==> config.mk <==
export PLATFORM = sky130hd
export DESIGN_NAME = nx_fifo_rd_sched
export DESIGN_NICKNAME = d
export VERILOG_FILES = /design/src/rtl/nx_fifo_sched_pkg.sv /design/src/rtl/nx_rr_pick.sv /design/src/rtl/nx_fifo_rd_sched.sv
export SDC_FILE = /design/constraint.sdc
export NUM_CORES = 1
export LEC_CHECK = 0
export ABC_CLOCK_PERIOD_IN_PS = 2200
export CAP_MARGIN = 10
export CORE_AREA = 5 5 252 254
export DETAILED_ROUTE_END_ITERATION = 12
export DIE_AREA = 0 0 257 259
export GPL_TIMING_DRIVEN = 0
export PLACE_DENSITY_LB_ADDON = 0.1
export SYNTH_ARGS = -nofsm -noshare
export SYNTH_HDL_FRONTEND = slang
export SYNTH_SLANG_ARGS = --single-unit
export TNS_END_PERCENT = 100
==> constraint.sdc <==
create_clock -name clk -period 2.2 [get_ports clk]
set_input_delay 0.44 -clock clk [delete_from_list [all_inputs] [get_ports clk]]
set_output_delay 0.44 -clock clk [all_outputs]
set_load 0.01 [all_outputs]
==> src/rtl/nx_fifo_sched_pkg.sv <==
// nx_fifo_sched_pkg: shared types for the FIFO read scheduler
package nx_fifo_sched_pkg;
    typedef enum logic {IDLE, XFER} sched_state_e;
endpackage

==> src/rtl/nx_rr_pick.sv <==
// nx_rr_pick: combinational round-robin picker, first set req after last (mod N)
module nx_rr_pick #(
    parameter int N     = 4,
    parameter int SRC_W = $clog2(N)
) (
    input  logic [N-1:0]     req,
    input  logic [SRC_W-1:0] last,
    output logic [SRC_W-1:0] pick,
    output logic             any
);
    logic [SRC_W-1:0] idx;

    // Scan farthest-first so the nearest candidate after last wins
    always_comb begin
        pick = '0;
        idx  = '0;
        for (int k = N; k >= 1; k--) begin
            idx = SRC_W'((int'(last) + k) % N);
            if (req[idx]) pick = idx;
        end
    end

    assign any = |req;
endmodule

==> src/rtl/nx_fifo_rd_sched.sv <==
// nx_fifo_rd_sched: round-robin burst scheduler draining N_SRC show-ahead FIFOs
// into one valid/ready stream through a single output register.
module nx_fifo_rd_sched
    import nx_fifo_sched_pkg::*;
#(
    parameter int N_SRC = 4,
    parameter int WIDTH = 128,
    parameter int BURST = 4,
    parameter int SRC_W = $clog2(N_SRC)
) (
    input  logic                   clk,
    input  logic                   rst,
    input  logic                   clear,
    input  logic [N_SRC-1:0]       src_en,
    input  logic [N_SRC-1:0]       fifo_empty,
    input  logic [N_SRC*WIDTH-1:0] fifo_rdata,
    output logic [N_SRC-1:0]       fifo_ren,
    output logic                   out_valid,
    input  logic                   out_ready,
    output logic [WIDTH-1:0]       out_data,
    output logic [SRC_W-1:0]       out_src,
    output logic                   busy
);
    localparam int CNT_W = $clog2(BURST + 1);

    sched_state_e     state_q, state_d;
    logic [SRC_W-1:0] gnt_q, gnt_d, last_q, last_d, out_src_q, out_src_d, pick;
    logic [CNT_W-1:0] beat_cnt_q, beat_cnt_d;
    logic             out_valid_q, out_valid_d;
    logic [WIDTH-1:0] out_data_q, out_data_d;
    logic [N_SRC-1:0] req;
    logic             any, gnt_req, pop, done;

    assign req     = src_en & ~fifo_empty;
    assign gnt_req = req[gnt_q];
    assign pop     = (state_q == XFER) && gnt_req && (!out_valid_q || out_ready) && !clear;
    assign done    = (state_q == XFER) && ((pop && beat_cnt_q == CNT_W'(BURST - 1)) || !gnt_req);

    nx_rr_pick #(.N(N_SRC), .SRC_W(SRC_W)) u_pick (
        .req  (req),
        .last (last_q),
        .pick (pick),
        .any  (any)
    );

    always_ff @(posedge clk) begin
        if (rst) begin
            state_q     <= IDLE;
            gnt_q       <= '0;
            last_q      <= SRC_W'(N_SRC - 1);
            beat_cnt_q  <= '0;
            out_valid_q <= 1'b0;
            out_data_q  <= '0;
            out_src_q   <= '0;
        end else begin
            state_q     <= state_d;
            gnt_q       <= gnt_d;
            last_q      <= last_d;
            beat_cnt_q  <= beat_cnt_d;
            out_valid_q <= out_valid_d;
            out_data_q  <= out_data_d;
            out_src_q   <= out_src_d;
        end
    end

    always_comb begin
        state_d    = state_q;
        gnt_d      = gnt_q;
        last_d     = last_q;
        beat_cnt_d = beat_cnt_q;
        if (clear) begin
            state_d    = IDLE;
            beat_cnt_d = '0;
        end else if (state_q == IDLE) begin
            if (any) begin
                state_d    = XFER;
                gnt_d      = pick;
                beat_cnt_d = '0;
            end
        end else begin
            if (pop) beat_cnt_d = beat_cnt_q + 1'b1;
            if (done) begin
                state_d = IDLE;
                last_d  = gnt_q;
            end
        end
    end

    // A pop overwrites the register in the same cycle its old beat is consumed
    always_comb begin
        fifo_ren        = '0;
        fifo_ren[gnt_q] = pop;
        out_data_d      = pop ? fifo_rdata[gnt_q*WIDTH +: WIDTH] : out_data_q;
        out_src_d       = pop ? gnt_q : out_src_q;
        out_valid_d     = clear ? 1'b0 : (pop | (out_valid_q & ~out_ready));
    end

    assign out_valid = out_valid_q;
    assign out_data  = out_data_q;
    assign out_src   = out_src_q;
    assign busy      = (state_q != IDLE) | out_valid_q;
endmodule

Word level (Yosys, flattened, before mapping). Index checks and enable logic that the tools add are counted. Widths: inputs -> output; s select.

Bits in registers: 139.

$add $sub $neg: 5. Reductions and logical operators: 17. $lt $le $gt $ge: 6. Shifts and indexed selects: 1. Muxes and demuxes: 22. Equality and inequality tests: 2. Bitwise operators: 9.

Operators by type and width (number): $shiftx 512x10->128 (1); $lt 2x3->1 const B (5); $bmux 1 s2 (5); $mux 1 (9); $mux 3 (3); $and 4x4->4 (2); $mux 2 (4); $logic_and 1x1->1 (6); $reduce_and 3->1 (2); $add 2x1->2 const B (2); $add 2x2->2 const B (2); $not 4->4 (1); $reduce_or 4->1 (1); $add 3x1->3 const B (1); $eq 3x2->1 const B (1); $logic_not 1->1 (3); $not 1->1 (3); $demux 1 s2 (1); $ge 2x1->1 const B (1); $logic_or 1x1->1 (2); $ne 2x1->1 const B (1); $or 1x1->1 (2); $reduce_and 2->1 (1); $reduce_bool 2->1 (1); other kinds (2) (2).

Logic depth before layout (Yosys ltp).
Word-level depth: 12. Mapped depth: 8. Depth with buffers taken out: 5.

Hierarchy. Synthesis repeated with hierarchy kept, for this count alone.

Cell total of the unflattened synthesis: 832. Area, all modules: 8668.3 µm².

By module, submodules not included: nx_fifo_rd_sched (times used 1, cells each 818, area each 8577.0 µm²); nx_rr_pick (times used 1, cells each 14, area each 91.3 µm²).

Worst setup path before layout. OpenSTA, ideal clock, no wires.

Path type: input to output. From: input src_en[2]. To: output fifo_ren[2]. Stages: 6. Slack: 249 ps. Path buffers: 2. Arrival: 1511 ps. Path through: nor2b_1 > mux4_2 > buf_2 > buf_2 > nand3_1 > nor2_1.

Cells in the longest elaborated chain, start to end: 7.

RTL lines: start: declaration (line nx_fifo_rd_sched.sv:14) `input logic [N_SRC-1:0] src_en,`; $and 4x4->4 (line nx_fifo_rd_sched.sv:34) `assign req = src_en & ~fifo_empty;`; $bmux 1 s2 (line nx_fifo_rd_sched.sv:35) `assign gnt_req = req[gnt_q];`; $mux 1 (implied by the code) (line nx_fifo_rd_sched.sv:35); $logic_and 1x1->1 (3 in series) (line nx_fifo_rd_sched.sv:36) `assign pop = (state_q == XFER) && gnt_req && (!out_valid_q || out_ready) && !clear;`; $and 4x4->4 (no source line); end: declaration (line nx_fifo_rd_sched.sv:17) `output logic [N_SRC-1:0] fifo_ren,`.

Every way passes these cells. The select of a mux whose other input is x is not followed.

Final worst setup path.
From: input out_ready. To: output fifo_ren[1].

Cells in the longest elaborated chain, start to end: 4.

RTL lines: start: declaration (line nx_fifo_rd_sched.sv:19) `input logic out_ready,`; $logic_or 1x1->1 (line nx_fifo_rd_sched.sv:36); $logic_and 1x1->1 (2 in series) (line nx_fifo_rd_sched.sv:36); $and 4x4->4 (no source line).

Every way passes these cells.

==> impl_metrics.env <==
export IMPL_p_clk_frac=0.387
export IMPL_post_drt_wl_per_cell_um=22.8
export IMPL_area_growth_pct=101
export IMPL_timing_rr_start="gnt_q[0]$_SDFFE_PP0P_"
export IMPL_crit_type="in2out"
export IMPL_switching_share=0.269
export IMPL_reg2reg_to="out_data[21]$_SDFFE_PP0P_"
export IMPL_max_freq_mhz=444
export IMPL_critPathLaunch="out_ready"
export IMPL_syn_inst=823
export IMPL_fin_crit_ns=2.25
export IMPL_cts_buffers=17
export IMPL_final_util=0.278
export IMPL_rsz0062_at_grt="yes"
export IMPL_routed_wl_um=52800
export IMPL_placed_cell_area_mm2=0.0160
export IMPL_io_buffer_count=658
export IMPL_reg2reg_setup_slack_ns=0.15
export IMPL_drt_iter0_drc=471
export IMPL_die_area_mm2=0.0666
export IMPL_final_common_cell="clkdlybuf4s50_1"
export IMPL_synth_cell_area_mm2=0.00846
export IMPL_grt_max_degree=17
export IMPL_failed_checks="negative setup slack"
export IMPL_ios=660
export IMPL_hp_class="reg2reg"
export IMPL_ys_seq_elements=139
export IMPL_ys_seq_area_frac=0.329
export IMPL_intPower_mw=5.97
export IMPL_hpwlAfterDp_um=43500
export IMPL_die_w_um=257
export IMPL_cp_required_ns=1.76
export IMPL_power_mw=8.16
export IMPL_period_share=1.02
export IMPL_worst_pin_slew_ns=0.905
export IMPL_grt_total_usage=0.151
export IMPL_core_region_area_mm2=0.0610
export IMPL_synth_nets=1349
export IMPL_final_cell_mix="clkdlybuf4s50_1, dfxtp_1, nand3_1, a21oi_1, mux4_2"
export IMPL_outcome="finished with violations"
export IMPL_ctsHoldBuffers=0
export IMPL_antenna_found_initial=3
export IMPL_setup_viol_count_final=4
export IMPL_reg2reg_depth=6
export IMPL_clock_path_buffers=2
export IMPL_firstDrtPassIters=4
export IMPL_fin_tns_setup_ns=-0.125
export IMPL_start_util=0.139
export IMPL_drc_errors=0
export IMPL_nets=2039
export IMPL_avgSynthCellArea_um2=10.3
export IMPL_via_per_inst=4.26
export IMPL_slew_headroom=0.397
export IMPL_gp_congestion=0.825
export IMPL_htreeDepth=4
export IMPL_numClockSinks=139
export IMPL_grt_pass1_vias=10638
export IMPL_worstPathMaxFanout=10
export IMPL_grt_pass1_wl_um=74800
export IMPL_slew_violations=0
export IMPL_crit_end="fifo_ren[1]"
export IMPL_p_sw_mw=2.19
export IMPL_hold_viol=0
export IMPL_vias=9875
export IMPL_yosysUniqueCellTypes=31
export IMPL_cts_root_buffer="clkbuf_16"
export IMPL_clk_pin_slew_ns=0.06
export IMPL_drive_above_1_share=0.153
export IMPL_timing_max_cap_violations=0
export IMPL_crit_path_start_kind="input port"
export IMPL_rows=91
export IMPL_synth_warnings=0
export IMPL_post_place_cells=2271
export IMPL_comb_power_share=0.298
export IMPL_fp_dieH_um=259
export IMPL_setup_ws_ns=-0.0512
export IMPL_overflow=0
export IMPL_cp_arrival_ns=1.81
export IMPL_antenna_left=0
export IMPL_cts_tree="yes"
export IMPL_cp_end_kind="output pin"
export IMPL_pwr_density_cell_mw_per_mm2=481
export IMPL_layout_cells_non_filler=2319
export IMPL_seqPwrFrac=0.315
export IMPL_fin_area_mm2=0.0170
export IMPL_ir_drop_mv=0.544
export IMPL_clkLatencyLatePin_ns=0.45
export IMPL_finClkSkew_ns=0.00720
export IMPL_leakage_nw=5.43
-- worst max-delay path, cell delays in order --
cell and delay [ns]:
clkdlybuf4s50_1 0.50, nor2b_2 0.07, nor2_4 0.17, buf_6 0.14, buf_12 0.15, nand3_4 0.09
nor2_4 0.12, buf_6 0.12
-- per-layer routing --
metal | global-route usage | vias up | wire length [µm]
met2 | 0.277 | 347 | 28200
li1 | - | 4620 | -
met4 | 0.0313 | 4 | 741
met3 | 0.0444 | 34 | 3150
met1 | 0.175 | 4870 | 20700
met5 | 0 | - | 27
-- synthesized netlist by cell type --
library cell / n / area, µm²
buf_4: 1 / 7.51
nor2b_1: 6 / 37.5
o311ai_0: 1 / 8.76
dfxtp_1: 139 / 2780
o21ai_1: 46 / 230
a221oi_1: 1 / 8.76
o22ai_1: 2 / 12.5
and3_1: 2 / 12.5
a21boi_0: 2 / 15.0
o2111ai_1: 2 / 17.5
inv_2: 1 / 3.75
buf_1: 1 / 3.75
a32o_1: 1 / 10.0
o21ai_0: 88 / 440
nand2b_1: 6 / 37.5
inv_1: 4 / 15.0
nand3_1: 134 / 671
buf_2: 28 / 140
clkbuf_1: 71 / 267
nor2_1: 7 / 26.3
buf_6: 1 / 11.3
or2_2: 1 / 6.26
ha_1: 2 / 25.0
a21oi_1: 132 / 661
mux4_2: 130 / 2930
o211ai_1: 4 / 30.0
nand2_1: 5 / 18.8
o221ai_1: 1 / 8.76
o41ai_1: 1 / 8.76
nor3_1: 2 / 10.0
a41o_1: 1 / 10.0
-- stage by stage --
step | worst slack, ns | hold WS (ns)
after floorplan | 0.249 | 0.452
after global placement | -2.33 | 0.461
after detailed placement | -2.35 | 0.466
after CTS | -0.290 | 0.476
after global routing | -0.117 | 0.489
final | -0.0512 | 0.474
-- power by group through the flow --
stage	logic [mW]	clock network [mW]	registers, mW
floorplan	0.974	0	2.64
global placement	2.42	0	2.63
detailed placement	2.42	0	2.63
CTS	2.50	3.30	2.57
global route	2.61	3.39	2.58
finish	2.43	3.16	2.57
-- area by class of cell --
cell class / instances / area (µm²)
fill: 6534 / 44000
timing repair buffer: 673 / 6700
multi-input combinational: 577 / 5330
sequential: 139 / 2790
tap: 790 / 988
buffer: 100 / 517
clock buffer: 23 / 498
clock inverter: 9 / 134
inverter: 5 / 23.8
antenna: 3 / 7.51
-- cells by family after synthesis --
kind of cell	Yosys count	synth area share
AOI/OAI and AO/OA	282	0.173
buffers and inverters	107	0.0529
DFF	139	0.329
muxes	130	0.346
adders and majority gates	2	0.00296
and+or+nand+nor	163	0.0968
-- flip-flops by register name (all words and copies together), names as in the netlist --
| register | count |
|---|---|
| out_data | 128 |
| out_valid | 1 |
| beat_cnt_q | 3 |
| last_q | 2 |
| gnt_q | 2 |
| out_src | 2 |
| state_q | 1 |
-- what timing repair did --
item,CTS,global route
pin swaps,1,1
setup buffers,14,1
resized for setup,82,28
hold endpoints to repair,0,0
endpoints found under the setup margin,139,122
-- how the worst min path moves through the flow --
stage	from	endpoint	depth (start not counted)
final	out_data[121]$_SDFFE_PP0P_	out_data[121]$_SDFFE_PP0P_	2
after global routing	out_data[117]$_SDFFE_PP0P_	out_data[117]$_SDFFE_PP0P_	2
after CTS	out_data[121]$_SDFFE_PP0P_	out_data[121]$_SDFFE_PP0P_	2
after detailed placement	out_data[121]$_SDFFE_PP0P_	out_data[121]$_SDFFE_PP0P_	2
after global placement	out_data[87]$_SDFFE_PP0P_	out_data[87]$_SDFFE_PP0P_	2
after floorplan	beat_cnt_q[1]$_SDFFE_PP0P_	beat_cnt_q[1]$_SDFFE_PP0P_	2
Power figures use the tool's default switching activity.
